File: src/rtl/led_pattern_ctrl.sv
// rtl/led_pattern_ctrl.sv - four-LED pattern sequencer with prescaled step tick and mode/pause buttons
//
// Ports:
//   clk        : board clock, all state on the rising edge
//   rst_n      : asynchronous active-low reset
//   btn_mode   : raw mode button (async, active-high), advances mode on each press
//   btn_pause  : raw pause button (async, active-high), toggles paused on each press
//   led        : pattern register, straight from a flop
//   mode       : 0 ROT_L, 1 ROT_R, 2 BOUNCE, 3 BLINK
//   paused     : high while stepping is suspended
//   step_pulse : one-cycle strobe in the cycle led shows a freshly stepped value

module led_pattern_ctrl #(
  parameter int unsigned DIV = 100_000_000
) (
  input  logic       clk,
  input  logic       rst_n,
  input  logic       btn_mode,
  input  logic       btn_pause,
  output logic [3:0] led,
  output logic [1:0] mode,
  output logic       paused,
  output logic       step_pulse
);

  localparam int unsigned CW = (DIV > 2) ? $clog2(DIV) : 1;
  localparam logic [CW-1:0] LAST = CW'(DIV - 1);

  localparam logic [1:0] M_ROT_L  = 2'd0;
  localparam logic [1:0] M_ROT_R  = 2'd1;
  localparam logic [1:0] M_BOUNCE = 2'd2;
  localparam logic [1:0] M_BLINK  = 2'd3;

  logic [CW-1:0] cnt;
  logic          mode_s1, mode_s2, mode_d;
  logic          pause_s1, pause_s2, pause_d;
  logic          dir_right;   // bounce direction, 0 = walking toward led[3]
  logic          mode_edge, pause_edge, tick;
  logic [1:0]    next_mode;

  // Rising-edge detect on the synchronized button; a held button fires once.
  assign mode_edge  = mode_s2 & ~mode_d;
  assign pause_edge = pause_s2 & ~pause_d;
  assign tick       = ~paused & (cnt == LAST);
  assign next_mode  = mode + 2'd1;

  function automatic logic [3:0] reload_value(input logic [1:0] m);
    return (m == M_BLINK) ? 4'b1111 : 4'b0001;
  endfunction

  always_ff @(posedge clk or negedge rst_n) begin
    if (!rst_n) begin
      mode_s1    <= 1'b0;
      mode_s2    <= 1'b0;
      mode_d     <= 1'b0;
      pause_s1   <= 1'b0;
      pause_s2   <= 1'b0;
      pause_d    <= 1'b0;
      cnt        <= '0;
      led        <= 4'b0001;
      mode       <= M_ROT_L;
      paused     <= 1'b0;
      step_pulse <= 1'b0;
      dir_right  <= 1'b0;
    end else begin
      mode_s1  <= btn_mode;
      mode_s2  <= mode_s1;
      mode_d   <= mode_s2;
      pause_s1 <= btn_pause;
      pause_s2 <= pause_s1;
      pause_d  <= pause_s2;

      // Pause toggles independently; a tick in the same cycle still steps
      // because tick was qualified by the old paused value.
      if (pause_edge) begin
        paused <= ~paused;
      end

      if (mode_edge) begin
        // Mode change restarts the period and overrides a coincident tick.
        mode       <= next_mode;
        led        <= reload_value(next_mode);
        dir_right  <= 1'b0;
        cnt        <= '0;
        step_pulse <= 1'b0;
      end else if (tick) begin
        cnt        <= '0;
        step_pulse <= 1'b1;
        case (mode)
          M_ROT_L: led <= {led[2:0], led[3]};
          M_ROT_R: led <= {led[0], led[3:1]};
          M_BOUNCE: begin
            // Direction flips on the step that lands on an end position.
            if (!dir_right) begin
              led <= {led[2:0], 1'b0};
              if (led[2]) dir_right <= 1'b1;
            end else begin
              led <= {1'b0, led[3:1]};
              if (led[1]) dir_right <= 1'b0;
            end
          end
          default: led <= ~led;
        endcase
      end else begin
        step_pulse <= 1'b0;
        if (!paused) begin
          cnt <= cnt + 1'b1;
        end
      end
    end
  end

endmodule

File: config.mk
export PLATFORM = sky130hd
export DESIGN_NAME = led_pattern_ctrl
export DESIGN_NICKNAME = d
export VERILOG_FILES = /design/src/rtl/led_pattern_ctrl.sv
export SDC_FILE = /design/constraint.sdc
export NUM_CORES = 1
export LEC_CHECK = 0
export CORE_MARGIN = 2
export CORE_UTILIZATION = 39
export DETAILED_ROUTE_END_ITERATION = 7
export GPL_TIMING_DRIVEN = 0
export PLACE_DENSITY_LB_ADDON = 0.1
export SYNTH_ARGS = -nofsm -noshare
export SYNTH_HDL_FRONTEND = slang
export SYNTH_SLANG_ARGS = --single-unit
File: constraint.sdc
create_clock -name clk -period 2.2 [get_ports clk]
set_input_delay 0.33 -clock clk [delete_from_list [all_inputs] [get_ports clk]]
set_output_delay 0.33 -clock clk [all_outputs]
set_load 0.01 [all_outputs]
==> flow_summary.yaml, run 1 <==
grt:
  grt_start_max_net_pins: 24
  grt_use_met3_pct: 3.45
  grt_pass1_vias: 1597
  grt_use_total_pct: 15.2
  met2_usage_pct: 25.3
  globalRouteOverflowTotal: 0
  grt_pass1_wl_mm: 7.49
  met1_usage_pct: 20.1
  grt_antenna_before_repair: 0
  grt-busiest-layer: "met2"
final_layout:
  nets: 245
  insertedDiodeCount: 0
  layout-drive-gt1-share_pct: 13.9
  fin_util_pct: 47.2
  final_common_cell: "dfrtp_1"
  fill_cells: 514
  stdcell_area_mm2: 0.00255
  final_cell_mix: "40 x dfrtp_1, 27 x nor2_1, 20 x xor2_1"
  syn2layout_area_growth_pct: 18.6
synth:
  syn_area_mm2: 0.00215
  synth.distinct_cells: 46
  ys_ff_latch: 42
  async_flop_share_pct: 100
  synth_cells: 213
  synthFlopType: "dfrtp_1"
  synth_area_leaders: "dfrtp_1 48%, xor2_1 8.1%, nor2_1 4.7%"
  synth_top_cell_by_area: "dfrtp_1"
  synth_top_area_share_pct: 47.6
  synth_edf_count: 0
  synth_warnings: 0
  synth_area_per_cell_um2: 10.1
  synth.net_count: 222
  yosysSeqAreaShare_pct: 48.9
sta:
  tightest_slew_ps: 918
  setup_slack_ps: 35.2
  drv_slew: 0
  timing.hold.ws_ps: -4.16
  max_slew_margin_pct: 38.5
  fmax_ghz: 0.462
  rsz0062_at_grt: "true"
  finalSetupTns_ps: 0
  finClkSkew_ps: 8.87
  min_period_ps: 2160
  hold_viol: 10
  fin_crit_sh_pct: 98.4
  setup_viol: 0
status:
  violations: "hold timing"
  outcome: "complete, but fails checks"
detailed_routing:
  dr.first_iter.drc_count: 101
  wl_per_cell_um: 14.0
  viasPerCell: 5.24
  drc: 0
  first_pass_iters: 4
  wl_mm: 4.32
  ant_nets: 0
  via_count: 1620
worst_setup_path:
  rrSetupSlack_ps: 40
  crit_arrival_ps: 2340
  cp.required_ps: 2370
  worstSetupPathType: "flop to flop"
  worstSetupStartpoint: "cnt[0]$_DFFE_PN0P_"
  endpoint_kind: "flop"
  r2r-start: "cnt[0]$_DFFE_PN0P_"
  start_kind: "flop"
  ff2ff_path_depth: 7
  timing.rr.end: "led[1]$_DFFE_PN0P_"
  critPathMaxFanout: 10
floorplan:
  start_util_pct: 39.8
  num_rows: 27
  dieArea_mm2: 0.00613
  io_pins: 12
  coreArea_mm2: 0.00541
  fp.dieW_um: 78.3
  die_height_um: 78.3
power_and_ir_drop:
  leakagePower_nw: 1.09
  comb_power_share_pct: 30.1
  ir_worst_vdd_v: 0.000330
  netSwitchingFraction_pct: 32.1
  internal-power_mw: 1.43
  seqPwrFrac_pct: 45.6
  post-layout-total-power_mw: 2.10
  powerDensity_mw_per_mm2: 823
  p_switching_uw: 675
  clockPowerShare_pct: 24.3
place:
  dp_hpwl_mm: 3.02
  gp_congestion: 0.763
  pre_cts_ws_ps: -49.1
  placed_cell_area_mm2: 0.00238
  port_buffers: 11
clock_tree:
  clockBufferDepth: 2
  cts_tree: "built"
  cts-root-buf: "clkbuf_8"
  ctsHoldBuffers: 0
  path_clk_slew_ps: 80
  numCtsBuffers: 5
  htree_levels: 2
  insertion_delay_ps: 290
  cts.sinks: 42
job:
  drv_cap: 0
min_path:
  hold_class: "input port to asynchronous set/reset pin"
==> kinds of logic (layout without fill, tap and decap cells) <==
family / count (synthesis) / count (layout) / synth area share, %
flops: 42 / 42 / 48.9
simple gates: 102 / 102 / 25.4
buf+inv: 12 / 36 / 3.14
compound gates: 26 / 26 / 9.12
xor+xnor: 26 / 26 / 10.6
fa+ha+maj: 5 / 5 / 2.91
==> stage by stage <==
step           instances  hold WS, ps
6_report             309        -4.16
3_3_place_gp         296          333
3_5_place_dp         297          329
2_1_floorplan        213         34.4
4_1_cts              306         16.7
5_1_grt              309         34.5
==> layout make-up <==
type	instances	area [um^2]	share of cell area [%]
buffer	10	65.1	2.55
tap	72	90.1	3.53
timing repair buffer	16	163	6.37
multi-input combinational	159	1080	42.4
sequential	42	1050	41.3
clock buffer	7	86.3	3.38
inverter	2	7.51	0.294
clock inverter	1	5.00	0.196
==> power by group through the flow <==
stage	Clock [mW]	Combinational, mW	Sequential (mW)
floorplan	0	0.356	0.975
global placement	0	0.576	0.972
detailed placement	0	0.584	0.974
CTS	0.521	0.589	0.959
global route	0.558	0.700	0.975
finish	0.510	0.633	0.959
==> layer usage <==
layer | share of wire, % | routed length, um
met1 | 49 | 2120
met2 | 47 | 2050
met4 | 0.97 | 42
met5 | 0 | 0
met3 | 2.5 | 109
==> synthesized netlist by cell type, types with 2 or more instances <==
library cell,n
a211oi_1,2
a21oi_1,5
a221oi_1,2
a22oi_1,3
buf_2,3
clkbuf_1,4
dfrtp_1,41
ha_1,5
inv_1,2
nand2_1,18
nand2b_1,2
nand3_1,15
nand3b_1,6
nand4_1,9
nor2_1,27
nor2b_1,3
nor3_1,3
nor4_1,6
nor4b_1,3
o21ai_0,3
o221ai_1,2
xnor2_1,6
xor2_1,20
==> worst max-delay path: stages, from the launching register on <==
cell	delay [ps]
dfrtp_1	410
ha_2	210
nand3_2	90
or4_4	450
or2_1	260
buf_6	140
buf_8	130
a311o_2	370
==> sequential cells by signal, indices dropped and copies added, names as in the netlist <==
register	flops
cnt	27
led	4
mode	2
dir_right	1
mode_d	1
mode_s1	1
mode_s2	1
pause_d	1
pause_s1	1
pause_s2	1
paused	1
step_pulse	1
==> how the worst max path moves through the flow <==
| stage | cells after the start | end |
|---|---|---|
| after detailed placement | 6 | cnt[24]$_DFFE_PN0P_ |
| after CTS | 7 | led[1]$_DFFE_PN0P_ |
| after floorplan | 7 | led[1]$_DFFE_PN0P_ |
| final | 7 | led[1]$_DFFE_PN0P_ |
| after global routing | 7 | led[1]$_DFFE_PN0P_ |
| after global placement | 1 | cnt[8]$_DFFE_PN0P_ |
==> repair_timing <==
| action | in CTS | in global routing |
|---|---|---|
| gates resized for setup | 3 | 8 |
| setup buffers | 1 | 3 |
| endpoints found under the setup margin | 23 | 23 |
(Power assumes the default switching activity.)
==> run 2: changes to the inputs <==
--- a/config.mk
+++ b/config.mk
@@ -10,6 +10,8 @@
 export DETAILED_ROUTE_END_ITERATION = 7
 export GPL_TIMING_DRIVEN = 0
 export PLACE_DENSITY_LB_ADDON = 0.1
+export SKIP_CTS_REPAIR_TIMING = 1
+export SLEW_MARGIN = 0
 export SYNTH_ARGS = -nofsm -noshare
 export SYNTH_HDL_FRONTEND = slang
 export SYNTH_SLANG_ARGS = --single-unit
==> flow_summary.yaml, run 2 (synthesis gave the netlist of run 1 again) <==
grt:
  globalRouteOverflowTotal: 0
  grt_antenna_before_repair: 0
  grt_pass1_vias: 1585
  grt_pass1_wl_mm: 7.45
  grt_start_max_net_pins: 24
  grt_use_total_pct: 15.0
sta:
  finClkSkew_ps: 9.09
  fin_crit_sh_pct: 97.2
  hold_viol: 13
  max_slew_margin_pct: 63.9
  tightest_slew_ps: 540
  min_period_ps: 2140
  drv_slew: 0
  setup_viol: 0
  timing.hold.ws_ps: -6.49
  fmax_ghz: 0.467
clock_tree:
  path_clk_slew_ps: 80
  numCtsBuffers: 5
  cts_tree: "built"
  htree_levels: 2
  insertion_delay_ps: 290
  cts-root-buf: "clkbuf_8"
  clockBufferDepth: 2
  cts.sinks: 42
status:
  outcome: "complete, but fails checks"
  violations: "hold timing"
worst_setup_path:
  rrSetupSlack_ps: 60
  cp.required_ps: 2370
  critPathMaxFanout: 10
  crit_arrival_ps: 2310
  r2r-start: "cnt[6]$_DFFE_PN0P_"
  start_kind: "flop"
  ff2ff_path_depth: 6
  timing.rr.end: "led[1]$_DFFE_PN0P_"
  endpoint_kind: "flop"
  worstSetupPathType: "flop to flop"
detailed_routing:
  wl_mm: 4.33
  viasPerCell: 5.25
  first_pass_iters: 4
  dr.first_iter.drc_count: 90
  ant_nets: 0
  via_count: 1621
  wl_per_cell_um: 14.0
  drc: 0
final_layout:
  largest-register: "cnt"
  final_cell_mix: "39 x dfrtp_1, 27 x nor2_1, 20 x xor2_1"
  reg.largest.list: "cnt (27), led (4), mode (2)"
  nets: 245
  finalNonFillerCells: 309
  syn2layout_area_growth_pct: 18.4
  insertedDiodeCount: 0
  layout-drive-gt1-share_pct: 14.3
  final_common_cell: "dfrtp_1"
  largest_reg_flops: 27
place:
  dp_hpwl_mm: 3.02
  place_inst: 297
  port_buffers: 11
  gp_congestion: 0.763
floorplan:
  coreArea_mm2: 0.00541
  num_rows: 27
  die_height_um: 78.3
  fp.dieW_um: 78.3
  io_pins: 12
  dieArea_mm2: 0.00613
  start_util_pct: 39.8
job:
  drv_cap: 0
power_and_ir_drop:
  powerDensity_mw_per_mm2: 826
  ir_worst_vdd_v: 0.000324
  leakagePower_nw: 1.09
min_path:
  hold_class: "input port to asynchronous set/reset pin"
run 2: how the worst max path moves through the flow:
stage                        from  slack, ps                   to
5_1_grt        cnt[1]$_DFFE_PN0P_         -8   led[3]$_DFFE_PN0P_
2_1_floorplan  cnt[0]$_DFFE_PN0P_        150   led[1]$_DFFE_PN0P_
4_1_cts        cnt[8]$_DFFE_PN0P_        -90  cnt[23]$_DFFE_PN0P_
3_3_place_gp                rst_n       -340   cnt[8]$_DFFE_PN0P_
6_report       cnt[6]$_DFFE_PN0P_         60   led[1]$_DFFE_PN0P_
3_5_place_dp   cnt[8]$_DFFE_PN0P_        -50  cnt[24]$_DFFE_PN0P_
run 2: cell type report:
class / count / area [um^2]
flip-flops and latches: 42 / 1050
well taps: 72 / 90.1
repair buffers: 16 / 163
inverters: 2 / 7.51
clock inverters: 1 / 5.00
clock buffers: 7 / 86.3
multi-input cells: 159 / 1080
plain buffers: 10 / 65.1
fillers: 516 / 2860
run 2: critical path, stage by stage (launching register included):
cell,delay [ps]
dfrtp_1,430
nand4_4,170
or4_4,530
or2_1,260
buf_6,140
buf_8,130
a311o_2,370
run 2: routing by layer:
layer,global-route usage (%),vias up,wire length (um)
met3,3.45,4,122
met5,0,-,0
li1,-,807,-
met4,3.68,0,44
met1,20.1,788,2120
met2,24.8,22,2040
run 2: metrics by stage:
step / cell area [um^2] / setup slack (ps) / util (%) / TNS, ps / power [mW]
6_report: 2550 / 60.5 / 47.2 / 0 / 2.11
5_1_grt: 2550 / -7.93 / 47.2 / -11.4 / 2.24
4_1_cts: 2470 / -85.9 / 45.6 / -1090 / 2.07
3_5_place_dp: 2380 / -49.1 / 44.0 / -462 / 1.56
3_3_place_gp: 2350 / -341 / 43.5 / -14330 / 1.55
2_1_floorplan: 2150 / 149 / - / 0 / 1.33
run 2: power by group:
group,internal (mW),switching (mW)
clock,0.253,0.256
sequential,0.854,0.104
combinational,0.330,0.309
total,1.44,0.668
==> run 3: changes to the inputs <==
--- a/config.mk
+++ b/config.mk
@@ -9,7 +9,7 @@
 export CORE_UTILIZATION = 39
 export DETAILED_ROUTE_END_ITERATION = 7
 export GPL_TIMING_DRIVEN = 0
-export PLACE_DENSITY_LB_ADDON = 0.1
+export REMOVE_ABC_BUFFERS = 1
 export SKIP_CTS_REPAIR_TIMING = 1
 export SLEW_MARGIN = 0
 export SYNTH_ARGS = -nofsm -noshare
==> flow_summary.yaml, run 3 (synthesis gave the netlist of run 1 again) <==
worst_setup_path:
  cp.required_ps: 2380
  critPathMaxFanout: 15
  ff2ff_path_depth: 4
  r2r-start: "cnt[4]$_DFFE_PN0P_"
  crit_arrival_ps: 2260
  worstSetupStartpoint: "cnt[4]$_DFFE_PN0P_"
  rrSetupSlack_ps: 120
  endpoint_kind: "flop"
  timing.rr.end: "led[1]$_DFFE_PN0P_"
  worstSetupPathType: "flop to flop"
  start_kind: "flop"
final_layout:
  ff_latch_area_mm2: 0.00105
  fin_util_pct: 46.3
  reg.largest.list: "cnt (27), led (4), mode (2)"
  finalNonFillerCells: 297
  layout-drive-gt1-share_pct: 11.1
  multi_input_area_mm2: 0.00107
  syn2layout_area_growth_pct: 16.3
  insertedDiodeCount: 0
  nets: 233
  fill_cells: 523
  largest-register: "cnt"
  final_cell_mix: "41 x dfrtp_1, 27 x nor2_1, 20 x xor2_1"
  final_common_cell: "dfrtp_1"
  largest_reg_flops: 27
min_path:
  hold_class: "input port to asynchronous set/reset pin"
power_and_ir_drop:
  leakagePower_nw: 1.05
  powerDensity_mw_per_mm2: 910
  ir_worst_vdd_v: 0.000479
sta:
  fmax_ghz: 0.482
  max_slew_margin_pct: 37.3
  drv_slew: 0
  min_period_ps: 2080
  timing.hold.ws_ps: -26.5
  finClkSkew_ps: 5.73
  fin_crit_sh_pct: 94.4
  tightest_slew_ps: 938
  hold_viol: 18
  rsz0062_at_grt: "true"
  setup_viol: 0
detailed_routing:
  first_pass_iters: 4
  drc: 0
  via_count: 1580
  viasPerCell: 5.32
  top_layer_used: "met4"
  dr_wl_met3_um: 88
  wl_per_cell_um: 13.7
  wl_mm: 4.07
  dr.first_iter.drc_count: 59
  ant_nets: 0
  route.met2.wl_mm: 1.77
  route.layer.met1.wl_mm: 2.15
clock_tree:
  path_clk_slew_ps: 90
  cts.sinks: 42
  numCtsBuffers: 5
  insertion_delay_ps: 300
  htree_levels: 2
  cts_tree: "built"
  cts-root-buf: "clkbuf_8"
  clockBufferDepth: 2
floorplan:
  die_height_um: 78.3
  dieArea_mm2: 0.00613
  fp.dieW_um: 78.3
  io_pins: 12
  coreArea_mm2: 0.00541
  start_util_pct: 39.8
  num_rows: 27
status:
  outcome: "complete, but fails checks"
  violations: "hold timing"
grt:
  grt_antenna_before_repair: 0
  globalRouteOverflowTotal: 0
  grt_pass1_wl_mm: 7.04
  grt_use_total_pct: 14.5
  grt_start_max_net_pins: 25
  grt_pass1_vias: 1455
place:
  place_inst: 287
  port_buffers: 11
  gp_congestion: 0.764
  dp_hpwl_mm: 2.66
job:
  drv_cap: 0
==> run 3: cell types whose count changed in the layout (fill, tap and decap cells not counted), moves of 2 or more <==
cell       previous run  this run
clkbuf_1              5         0
bufinv_16             0         2
dfrtp_1              39        41
dfrtp_2               2         0
buf_4                 6         2
==> run 3: area by class of cell <==
type | count | area share (%)
Multi-Input combinational cell | 159 | 42.7
Tap cell | 72 | 3.60
Inverter | 2 | 0.300
Clock inverter | 3 | 2.75
Sequential cell | 42 | 42.0
Clock buffer | 5 | 2.75
Timing Repair Buffer | 14 | 5.90
==> run 3: routing by layer <==
layer	track usage (%)	vias to the layer above
met3	3.45	8
met5	0	-
met1	20.6	778
met4	5.26	0
li1	-	779
met2	21.6	15
==> run 3: how the worst max path moves through the flow <==
| stage | depth (start not counted) | slack, ps | endpoint |
|---|---|---|---|
| detailed placement | 6 | -420 | cnt[10]$_DFFE_PN0P_ |
| finish | 4 | 120 | led[1]$_DFFE_PN0P_ |
| floorplan | 6 | 60 | cnt[10]$_DFFE_PN0P_ |
| CTS | 6 | -460 | cnt[11]$_DFFE_PN0P_ |
| global placement | 6 | -410 | cnt[20]$_DFFE_PN0P_ |
| global route | 6 | -20 | led[1]$_DFFE_PN0P_ |
==> run 3: metrics by stage <==
stage	worst slack [ps]	hold slack, ps	TNS [ps]	area, um^2	total power [mW]
after floorplan	57.7	34.4	0	2090	1.32
after global placement	-415	333	-21920	2290	1.52
after detailed placement	-421	315	-9780	2320	1.53
after CTS	-455	-19.1	-10410	2450	2.28
after global routing	-16.5	11.3	-23.3	2500	2.41
final	123	-26.5	0	2500	2.28
==> run 3: worst max-delay path, stage by stage (launching register included) <==
cell     delay (ps)
dfrtp_1         440
nand4_2         220
or4_4           550
or2_4           360
a311o_2         400
==> run 3: power by group <==
group,switching (mW),total [mW],internal (mW),leakage [nW]
clock network,0.286,0.741,0.455,0.0683
logic,0.249,0.549,0.299,0.424
registers,0.136,0.989,0.853,0.557
total,0.672,2.28,1.61,1.05
